`config.mk`:
```
export PLATFORM = sky130hd
export DESIGN_NAME = ring_ptr_ctrl
export DESIGN_NICKNAME = d
export VERILOG_FILES = /design/src/rtl/ring_ptr_ctrl_pkg.sv /design/src/rtl/ring_ptr_ctrl_step.sv /design/src/rtl/ring_ptr_ctrl.sv
export SDC_FILE = /design/constraint.sdc
export NUM_CORES = 1
export LEC_CHECK = 0
export ABC_CLOCK_PERIOD_IN_PS = 2000
export CAP_MARGIN = 10
export CORE_MARGIN = 5
export CORE_UTILIZATION = 40
export CTS_CLUSTER_SIZE = 20
export DETAILED_ROUTE_END_ITERATION = 7
export GPL_ROUTABILITY_DRIVEN = 0
export PLACE_DENSITY_LB_ADDON = 0.12
export SLEW_MARGIN = 10
export SYNTH_ARGS = -nofsm -noshare
export SYNTH_HDL_FRONTEND = slang
export SYNTH_SLANG_ARGS = --single-unit
```
`constraint.sdc`:
```
create_clock -name clk -period 2 [get_ports clk]
set_input_delay 0.5 -clock clk [delete_from_list [all_inputs] [get_ports clk]]
set_output_delay 0.5 -clock clk [all_outputs]
set_load 0.05 [all_outputs]
```
`src/rtl/ring_ptr_ctrl_pkg.sv`:
```
// ring_pkg: shared width helpers and level-update opcode for ring_ptr_ctrl.
package ring_pkg;

    // Width of a storage index for a buffer of the given depth.
    function automatic int ptr_w(input int depth);
        return $clog2(depth);
    endfunction

    // Width of an occupancy count that must hold 0..depth inclusive.
    function automatic int lvl_w(input int depth);
        return $clog2(depth + 1);
    endfunction

    typedef enum logic [1:0] {
        LVL_HOLD,
        LVL_INC,
        LVL_DEC
    } lvl_op_e;

endpackage

```
`src/rtl/ring_ptr_ctrl_step.sv`:
```
// ring_step: combinational modulo-DEPTH pointer incrementer.
// wrap flags the step from DEPTH-1 back to 0.
module ring_step
    import ring_pkg::*;
#(
    parameter int DEPTH = 8,
    localparam int PW = ptr_w(DEPTH)
) (
    input  logic [PW-1:0] ptr,
    input  logic          en,
    output logic [PW-1:0] ptr_next,
    output logic          wrap
);

    localparam logic [PW-1:0] LAST = PW'(DEPTH - 1);

    // Advance by one when enabled, folding the last index back to zero.
    always_comb begin
        wrap     = en && (ptr == LAST);
        ptr_next = ptr;
        if (en) begin
            ptr_next = (ptr == LAST) ? '0 : ptr + 1'b1;
        end
    end

endmodule

```
`src/rtl/ring_ptr_ctrl.sv`:
```
// ring_ptr_ctrl: read/write ring pointers plus occupancy level for a
// circular buffer of any depth >= 2 (non-power-of-two allowed).
// Optional sticky overflow/underflow flags: define RING_PTR_CTRL_ERR_EN.
// Note: rst_n is an active-high asynchronous reset despite its name.
module ring_ptr_ctrl
    import ring_pkg::*;
#(
    parameter int DEPTH        = 8,
    parameter int ALMOST_FULL  = DEPTH - 1,
    parameter int ALMOST_EMPTY = 1,
    localparam int PW = ptr_w(DEPTH),
    localparam int LW = lvl_w(DEPTH)
) (
    input  logic          clk,
    input  logic          rst_n,
    input  logic          flush,
    input  logic          wr_en,
    input  logic          rd_en,
    output logic          wr_ok,
    output logic          rd_ok,
    output logic [PW-1:0] wr_ptr,
    output logic [PW-1:0] rd_ptr,
    output logic [LW-1:0] level,
    output logic          full,
    output logic          empty,
    output logic          almost_full,
    output logic          almost_empty
`ifdef RING_PTR_CTRL_ERR_EN
    ,
    output logic          ovf_err,
    output logic          unf_err
`endif
);

    logic [PW-1:0] wr_ptr_nxt;
    logic [PW-1:0] rd_ptr_nxt;
    logic          wr_wrap;
    logic          rd_wrap;
    lvl_op_e       lvl_op;

    // Flags come straight off the registered level so they move only on an edge.
    assign full         = (level == LW'(DEPTH));
    assign empty        = (level == '0);
    assign almost_full  = (level >= LW'(ALMOST_FULL));
    assign almost_empty = (level <= LW'(ALMOST_EMPTY));

    // A read on empty is refused even if a write lands the same cycle (no bypass);
    // a write on full is fine as long as a read frees the slot in the same cycle.
    assign rd_ok = rd_en && !empty && !flush;
    assign wr_ok = wr_en && !flush && (!full || rd_ok);

    ring_step #(.DEPTH(DEPTH)) u_wr_step (
        .ptr      (wr_ptr),
        .en       (wr_ok),
        .ptr_next (wr_ptr_nxt),
        .wrap     (wr_wrap)
    );

    ring_step #(.DEPTH(DEPTH)) u_rd_step (
        .ptr      (rd_ptr),
        .en       (rd_ok),
        .ptr_next (rd_ptr_nxt),
        .wrap     (rd_wrap)
    );

    // Decode the level change; simultaneous accept leaves occupancy unchanged.
    always_comb begin
        lvl_op = LVL_HOLD;
        if (wr_ok && !rd_ok) begin
            lvl_op = LVL_INC;
        end else if (rd_ok && !wr_ok) begin
            lvl_op = LVL_DEC;
        end
    end

    // Pointer registers; flush returns both to the origin.
    always_ff @(posedge clk or posedge rst_n) begin
        if (rst_n) begin
            wr_ptr <= '0;
            rd_ptr <= '0;
        end else if (flush) begin
            wr_ptr <= '0;
            rd_ptr <= '0;
        end else begin
            wr_ptr <= wr_wrap ? '0 : wr_ptr_nxt;
            rd_ptr <= rd_wrap ? '0 : rd_ptr_nxt;
        end
    end

    // Occupancy register; accept gating keeps it within 0..DEPTH.
    always_ff @(posedge clk or posedge rst_n) begin
        if (rst_n) begin
            level <= '0;
        end else if (flush) begin
            level <= '0;
        end else begin
            case (lvl_op)
                LVL_INC:  level <= level + 1'b1;
                LVL_DEC:  level <= level - 1'b1;
                LVL_HOLD: level <= level;
                default:  level <= level;
            endcase
        end
    end

`ifdef RING_PTR_CTRL_ERR_EN
    // Sticky records of refused requests, cleared only by reset or flush.
    always_ff @(posedge clk or posedge rst_n) begin
        if (rst_n) begin
            ovf_err <= 1'b0;
            unf_err <= 1'b0;
        end else if (flush) begin
            ovf_err <= 1'b0;
            unf_err <= 1'b0;
        end else begin
            if (wr_en && !wr_ok) ovf_err <= 1'b1;
            if (rd_en && !rd_ok) unf_err <= 1'b1;
        end
    end
`endif

endmodule

```
==> run_results.csv, run 1 <==
group,metric,value,unit
outcome,status,"finished, violations left",
outcome,violations,"negative setup slack",
routing,route.met3.wl,107,um
routing,remaining_drc_errors,0,
setup_path,cp_max_fo,4,
routing,vias_per_cell,5.09,
global_routing,grt_pass1_vias,695,
yosys,synth_ff_type,"dfrtp_1",
layout,syn2layout_area_growth,60.4,%
sta,rsz0062_at_grt,"yes",
routing,top_layer,"met4",
sta,hold_violations,0,
sta,worst_slew_pin_slew,0.429,ns
floorplan,coreArea,1730,sq um
sta,setup_violations,1,
routing,drt-met1-wl,744,um
clock_network,cts.sinks,10,
global_routing,track_usage,0.147,
layout,n_antenna_cell,0,
placement,io_buffers,20,
setup_path,regToRegSetupSlack,0.22,ns
floorplan,initial_core_util,0.417,
routing,post_drt_wl_per_cell,12.5,um
yosys,ys_warn_count,0,
yosys,synth_edf_count,0,
placement,dp_hpwl,1.37,mm
yosys,syn_inst,81,
floorplan,ios,21,
setup_path,path_cells,"inv_2 > ha_4 > and3b_2 > a21o_1 > nor2_4 > buf_12",
setup_path,crit_buf_inv,2,
clock_network,cts_buffer_depth,2,
yosys,synth_nets,93,
clock_network,ctsRootBufferMaster,"clkbuf_4",
setup_path,crit_path_end_kind,"output port",
setup_path,r2r_cells,7,
yosys,synthArstFlopShare,1.00,
power_and_ir_drop,cellLeakagePower,0.570,nW
layout,drive_gt1_frac,0.422,
power_and_ir_drop,ir_drop,0.872,mV
setup_path,crit_slowest_cell,"dfrtp_2",
setup_path,path_delay_family,"flip-flops",
floorplan,die_area,2750,sq um
floorplan,die_w,52.4,um
global_routing,antenna_found_initial,0,
global_routing,grt_max_degree,11,
setup_path,crit_arrival,1.51,ns
sta,finalCritPeriodShare,1.01,
clock_network,cts_tree,"built",
sta,slew_viol_final,0,
clock_network,hold_buffers,0,
clock_network,clk-insertion-delay-late,0.26,ns
run,drv_cap,0,
clock_network,numCtsBuffers,3,
yosys,seq_area_frac_synth,0.347,
placement,place_area,1060,sq um
routing,met2_length,902,um
yosys,netlist_area,721,sq um
layout,design_area,1160,sq um
power_and_ir_drop,power.density,1080,nW/um^2
yosys,ys_seq_elements,10,
routing,drtPass1Iterations,4,
setup_path,r2r_start,"level[0]$_DFFE_PP0P_",
routing,detail-route-antenna-nets,0,
floorplan,fp-row-count,15,
setup_path,critPathLaunchType,"flip-flop",
sta,fin_ws,-0.0129,ns
layout,final_util,0.670,
yosys,avgSynthCellArea,8.90,sq um
global_routing,grt_overflow_total,0,
placement,place_ws,-0.0326,ns
clock_network,h-tree-depth,1,
setup_path,critPathKind,"flip-flop to output port",
sta,max_slew_margin,0.710,
clock_network,clk_pin_slew,0.06,ns
layout,final_net_count,129,
min_path,hp-class,"input port to async pin",
sta,fin_crit,2.01,ns
routing,vias,718,
routing,drtIter0Drc,14,
routing,totalWireLength,1.76,mm
global_routing,grt_pass1_wl,3.02,mm
setup_path,slowest_delay,0.37,ns
yosys,ys_types,29,
floorplan,fp.dieH,52.4,um
setup_path,timing.rr.end,"wr_ptr[1]$_DFFE_PP0P_",
sta,finClkSkew,0.00659,ns
setup_path,crit_required,1.50,ns
sta,max_freq,0.497,GHz
[worst reg2reg max path, cell delays in order, from the launching register on]
cell and delay (ns):
dfrtp_2 0.37, inv_2 0.05, ha_4 0.17, and3b_2 0.21
a21o_1 0.20, buf_4 0.17, or3b_1 0.40, a21oi_2 0.14
[metrics by stage]
stage	power, W	cells	hold slack [ns]	setup TNS [ns]
finish	0.00124	141	0.507	-0.0129
global placement	0.000988	131	0.534	-0.0806
global route	0.00132	141	0.537	-0.0986
floorplan	0.000724	81	0.340	-0.507
detailed placement	0.00100	131	0.545	-0.102
CTS	0.00122	140	0.523	-0.0365
[layout make-up]
type	count	area (sq um)
repair buffers	36	355
well taps	25	31.3
inverters	6	22.5
multi-input cells	60	458
flip-flops and latches	10	253
clock buffers	4	36.3
fillers	153	571
[cells by family after synthesis]
logic type,Yosys count,synth area share
buf+inv,11,0.0781
simple gates,32,0.240
xor+xnor,2,0.0243
compound gates,17,0.160
fa+ha+maj,7,0.122
mux,2,0.0295
flops,10,0.347
[timing repair]
item / in CTS / in global routing
cloned: 0 / 0
pin swaps: 4 / 1
setup endpoints to repair: 2 / 4
setup buffers: 5 / 1
gates resized for setup: 1 / 1
[Yosys cell counts (2+ instances only)]
master    count  area share
dfrtp_1      10        0.35
nor3_1        4       0.028
ha_1          7        0.12
nor2_1        6       0.031
or3_1         3       0.026
a21o_1        3       0.031
or3b_1        3       0.036
inv_1         6       0.031
clkbuf_1      3       0.016
a21oi_1       6       0.042
nand2b_1      2       0.017
buf_6         2       0.031
nand2_1      10       0.052
[worst max path at each step]
stage / start / end / depth (start not counted)
2_1_floorplan: level[0]$_DFFE_PP0P_ / wr_ok / 5
3_3_place_gp: rd_en / wr_ok / 5
3_5_place_dp: rd_en / wr_ok / 5
4_1_cts: level[0]$_DFFE_PP0P_ / wr_ok / 6
5_1_grt: level[0]$_DFFE_PP0P_ / wr_ok / 6
6_report: level[0]$_DFFE_PP0P_ / wr_ok / 6
[report_power, final]
| group | switching [W] | internal [W] | leakage (nW) |
|---|---|---|---|
| combinational | 0.000444 | 0.000371 | 0.416 |
| clock | 0.0000655 | 0.000110 | 0.0210 |
| sequential | 0.0000219 | 0.000231 | 0.133 |
| total | 0.000532 | 0.000712 | 0.570 |
[routing by layer]
| layer | vias to the layer above | global-route usage |
|---|---|---|
| li1 | 355 | - |
| met4 | 0 | 0.0128 |
| met1 | 347 | 0.173 |
| met3 | 2 | 0.0570 |
| met2 | 14 | 0.260 |
| met5 | - | 0 |
[flip-flops by register name, summed over array words and instances, names as in the netlist]
name / cells
level: 4
rd_ptr: 3
wr_ptr: 3
[cell usage in the layout, fill, tap and decap left out, types with 2 or more instances in the layout]
cell             instances
a21o_1                   3
a21oi_1                  6
buf_12                   6
buf_4                   26
clkbuf_4                 3
clkdlybuf4s50_1          4
dfrtp_1                  8
dfrtp_2                  2
ha_1                     6
inv_1                    4
inv_2                    2
nand2_1                 10
nand2b_1                 2
nor2_1                   4
nor2_4                   2
nor3_1                   3
or3_1                    3
or3b_1                   3
No activity file was read; power rests on OpenSTA's default activity.
==> run 2, diff against run 1 <==
--- a/config.mk
+++ b/config.mk
@@ -12,7 +12,7 @@
 export CTS_CLUSTER_SIZE = 20
 export DETAILED_ROUTE_END_ITERATION = 7
 export GPL_ROUTABILITY_DRIVEN = 0
-export PLACE_DENSITY_LB_ADDON = 0.12
+export PLACE_DENSITY_LB_ADDON = 0.1
 export SLEW_MARGIN = 10
 export SYNTH_ARGS = -nofsm -noshare
 export SYNTH_HDL_FRONTEND = slang
==> run_results.csv, run 2 (synthesized netlist as in run 1, its figures left out) <==
group,metric,value,unit
setup_path,crit_slowest_cell,"clkdlybuf4s50_1",
clock_network,h-tree-depth,1,
sta,fin_crit,2.01,ns
setup_path,cp-startpoint,"rd_en",
layout,largest_reg_flops,4,
sta,max_slew_margin,0.746,
global_routing,antenna_found_initial,0,
global_routing,grt_overflow_total,0,
setup_path,cp_max_fo,2,
routing,post_drt_wl_per_cell,12.0,um
routing,top_layer,"met3",
setup_path,crit_arrival,1.51,ns
setup_path,path_cells,"clkdlybuf4s50_1 > inv_1 > a21o_1 > nor2_4 > buf_12",
routing,drtPass1Iterations,4,
global_routing,grt_pass1_wl,2.87,mm
run,drv_cap,0,
sta,finClkSkew,0.00220,ns
clock_network,cts_tree,"built",
layout,layout_common_cells,"buf_4, nand2_1, dfrtp_1",
outcome,violations,"negative setup slack",
layout,final_net_count,129,
sta,rsz0062_at_grt,"yes",
layout,seqCellArea,253,sq um
floorplan,die_w,52.4,um
layout,final_common_cell,"buf_4",
routing,met2_length,849,um
routing,drtIter0Drc,13,
layout,final_util,0.660,
power_and_ir_drop,ir_drop,0.683,mV
min_path,hp-class,"input port to async pin",
placement,placedCellCount,132,
sta,finalCritPeriodShare,1.00,
layout,n_antenna_cell,0,
power_and_ir_drop,power_switching,0.000517,W
power_and_ir_drop,clockPowerShare,0.122,
power_and_ir_drop,internal_power,0.000651,W
sta,setup_violations,1,
placement,place_area,1070,sq um
setup_path,timing.rr.end,"wr_ptr[1]$_DFFE_PP0P_",
sta,slew_viol_final,0,
setup_path,slowest_delay,0.48,ns
setup_path,r2r_start,"level[0]$_DFFE_PP0P_",
setup_path,critPathKind,"input port to output port",
clock_network,ctsRootBufferMaster,"clkbuf_4",
global_routing,grt_pass1_vias,665,
routing,detail-route-antenna-nets,0,
routing,vias_per_cell,5.06,
setup_path,crit_required,1.50,ns
clock_network,cts.sinks,10,
placement,dp_hpwl,1.31,mm
layout,fillCellCount,152,
routing,route.met3.wl,110,um
clock_network,cts_buffer_depth,2,
layout,syn2layout_area_growth,58.2,%
clock_network,hold_buffers,0,
outcome,status,"finished, violations left",
floorplan,die_area,2750,sq um
floorplan,fp-row-count,15,
power_and_ir_drop,seqPwrFrac,0.216,
power_and_ir_drop,power.density,1020,nW/um^2
layout,drive_gt1_frac,0.414,
floorplan,fp.dieH,52.4,um
power_and_ir_drop,pwr-share-comb,0.662,
sta,max_freq,0.499,GHz
placement,io_buffers,20,
floorplan,coreArea,1730,sq um
setup_path,crit_path_end,"wr_ok",
layout,multi_input_area,452,sq um
setup_path,critPathLaunchType,"input port",
layout,design_area,1140,sq um
layout,reg.largest.list,"level (4), rd_ptr (3), wr_ptr (3)",
routing,vias,713,
sta,fin_ws,-0.00508,ns
global_routing,grt_max_degree,11,
setup_path,r2r_cells,8,
clock_network,clk-insertion-delay-late,0.26,ns
sta,hold_violations,0,
layout,top_register,"level",
global_routing,track_usage,0.139,
layout,final_cells,141,
floorplan,initial_core_util,0.417,
routing,drt-met1-wl,739,um
power_and_ir_drop,cellLeakagePower,0.563,nW
routing,remaining_drc_errors,0,
routing,totalWireLength,1.70,mm
power_and_ir_drop,p_sw_frac,0.443,
setup_path,crit_path_end_kind,"output port",
sta,worst_slew_pin_slew,0.376,ns
clock_network,clk_pin_slew,0.06,ns
floorplan,ios,21,
setup_path,regToRegSetupSlack,0.14,ns
clock_network,numCtsBuffers,3,
## run 2: cell count changes in the layout (fill, tap and decap cells not counted)
cell and delta:
clkbuf_1 +1, clkbuf_8 -1, nor3b_2 +1, nor3b_4 -1
## run 2: critical path: cells and delay by family
family | cells | cell delay (ns)
compound gates | 1 | 0.22
simple gates | 1 | 0.11
buf+inv | 3 | 0.68
## run 2: metal layers
| metal | GRT usage | vias to the layer above |
|---|---|---|
| li1 | - | 351 |
| met1 | 0.178 | 348 |
| met2 | 0.225 | 14 |
| met3 | 0.0484 | 0 |
| met4 | 0.0255 | 0 |
| met5 | 0 | - |
## run 2: through the flow
| stage | setup TNS (ns) | power, W | hold slack (ns) | setup WS [ns] |
|---|---|---|---|---|
| 6_report | -0.00508 | 0.00117 | 0.514 | -0.00508 |
| 5_1_grt | -0.0849 | 0.00124 | 0.565 | -0.0849 |
| 4_1_cts | -0.0303 | 0.00117 | 0.527 | -0.0303 |
| 3_5_place_dp | -0.0597 | 0.000996 | 0.539 | -0.0332 |
| 3_3_place_gp | -0.0444 | 0.000989 | 0.532 | -0.0310 |
| 2_1_floorplan | -0.507 | 0.000724 | 0.340 | -0.200 |
## run 2: power groups by stage
stage / Clock [W] / Combinational (W) / Sequential, W
finish: 0.000143 / 0.000773 / 0.000252
global route: 0.000163 / 0.000823 / 0.000256
CTS: 0.000149 / 0.000771 / 0.000253
detailed placement: 0 / 0.000734 / 0.000262
global placement: 0 / 0.000729 / 0.000260
floorplan: 0 / 0.000367 / 0.000356
## run 2: how the worst min path moves through the flow
stage                     startpoint                    end  slack [ns]  cells past startpoint
2_1_floorplan                  rst_n   level[2]$_DFFE_PP0P_        0.34                      1
4_1_cts                        rst_n  wr_ptr[2]$_DFFE_PP0P_        0.53                      2
5_1_grt                        rst_n  wr_ptr[0]$_DFFE_PP0P_        0.57                      2
6_report                       rst_n  rd_ptr[1]$_DFFE_PP0P_        0.51                      2
3_3_place_gp   rd_ptr[1]$_DFFE_PP0P_  rd_ptr[1]$_DFFE_PP0P_        0.53                      2
3_5_place_dp   rd_ptr[1]$_DFFE_PP0P_  rd_ptr[1]$_DFFE_PP0P_        0.54                      2
## run 2: final cells by class
type	instances	share of cell area
clock buffer	4	0.0231
multi-input combinational	60	0.396
inverter	6	0.0198
timing repair buffer	36	0.312
tap	25	0.0274
sequential	10	0.222
## run 2: what timing repair did
action / in CTS / in global routing
buffers inserted: 5 / 0
hold endpoints to repair: 0 / 0
gates resized for setup: 0 / 1
pin swaps: 4 / 1
endpoints found under the setup margin: 2 / 2
==> variant: new RTL, config.mk and constraints of run 1 <==
`DEPTH` is set to 8 in 2 places; all go to 16.
--- a/src/rtl/ring_ptr_ctrl_step.sv
+++ b/src/rtl/ring_ptr_ctrl_step.sv
@@ -5,3 +5,3 @@
 #(
-    parameter int DEPTH = 8,
+    parameter int DEPTH = 16,
     localparam int PW = ptr_w(DEPTH)
--- a/src/rtl/ring_ptr_ctrl.sv
+++ b/src/rtl/ring_ptr_ctrl.sv
@@ -7,3 +7,3 @@
 #(
-    parameter int DEPTH        = 8,
+    parameter int DEPTH        = 16,
     parameter int ALMOST_FULL  = DEPTH - 1,
Interface: changed (resized level, rd_ptr and wr_ptr); port bits go from 21 to 24. No check against the original RTL was run, so the function may have changed too.
==> variant against run 1 <==
Worst hold slack improved by 0.014 ns. Sequential share of layout area fell by 1.3 points. Routed wire length up 49%. Cell area up 38%. Count of clock-buffer cells in the layout unchanged. Combinational power grew 150%. Total power rose by 110%. Setup slack worse by 0.18 ns. The flow still finishes with violations (setup timing). Via count is 35% higher. Area after synthesis is 31% higher. Final cell count grew 29%. Sequential cell count rose by 3. Clock power fell by 6%.
==> variant: results <==
outcome:
  status: "complete, but fails checks"
  violations: "setup timing"
finish:
  multi_input_area_share: 0.446
  seq_cell_count: 13
  num-nonclk-inverters: 8
  buf_share: 0.292
  fillers: 172
  reg_top3: "level x5, rd_ptr x4, wr_ptr x4"
  regArea_um2: 328
  drive_above_1_share: 0.526
power:
  p_int_uw: 1360
  leakage_uw: 0.000740
  comb_power_share: 0.788
  vdd_drop_max_mv: 1.58
global_routing:
  grt_max_degree: 17
  grtUsageTotal: 0.162
  grt_pass1_wl_um: 4330
  grt_pass1_vias: 931
  met3_usage: 0.0482
route:
  vias: 971
  routed_wl_um: 2630
timing:
  worstMarginPinSlew_ns: 0.512
  setup_slack_ns: -0.193
  final-setup-viol-count: 4
  hold_slack_ns: 0.521
  clock_skew_ns: 0.00534
critical_path:
  r2r_slack_ns: 0.06
  cp_data_arrival_time_ns: 1.69
logic_synthesis:
  ys_seq_area_frac: 0.344
  synthTopCellsByArea: "dfrtp_1, ha_1, nor2_1"
  mappedNetlistNets: 119
  synth_mux_area_frac: 0.0570
cts:
  cts_resized: 13
worst_hold_path:
  min_path_type: "reg -> reg"
==> variant: how the worst max path moves through the flow <==
| stage | startpoint | end | slack, ns | cells past startpoint |
|---|---|---|---|---|
| finish | level[1]$_DFFE_PP0P_ | rd_ok | -0.19 | 6 |
| global route | level[1]$_DFFE_PP0P_ | rd_ok | -0.28 | 6 |
| CTS | level[0]$_DFFE_PP0P_ | rd_ok | -0.20 | 6 |
| detailed placement | rd_en | level[2]$_DFFE_PP0P_ | -0.02 | 5 |
| global placement | level[0]$_DFFE_PP0P_ | level[3]$_DFFE_PP0P_ | 0.002 | 6 |
| floorplan | level[0]$_DFFE_PP0P_ | level[3]$_DFFE_PP0P_ | -0.23 | 8 |
==> variant: worst max-delay path, stage by stage, from the launching register on <==
cell and delay (ns):
dfrtp_2 0.42, inv_2 0.08, ha_4 0.14, or4b_4 0.50
nand2_4 0.10, nor2_4 0.04, buf_12 0.14
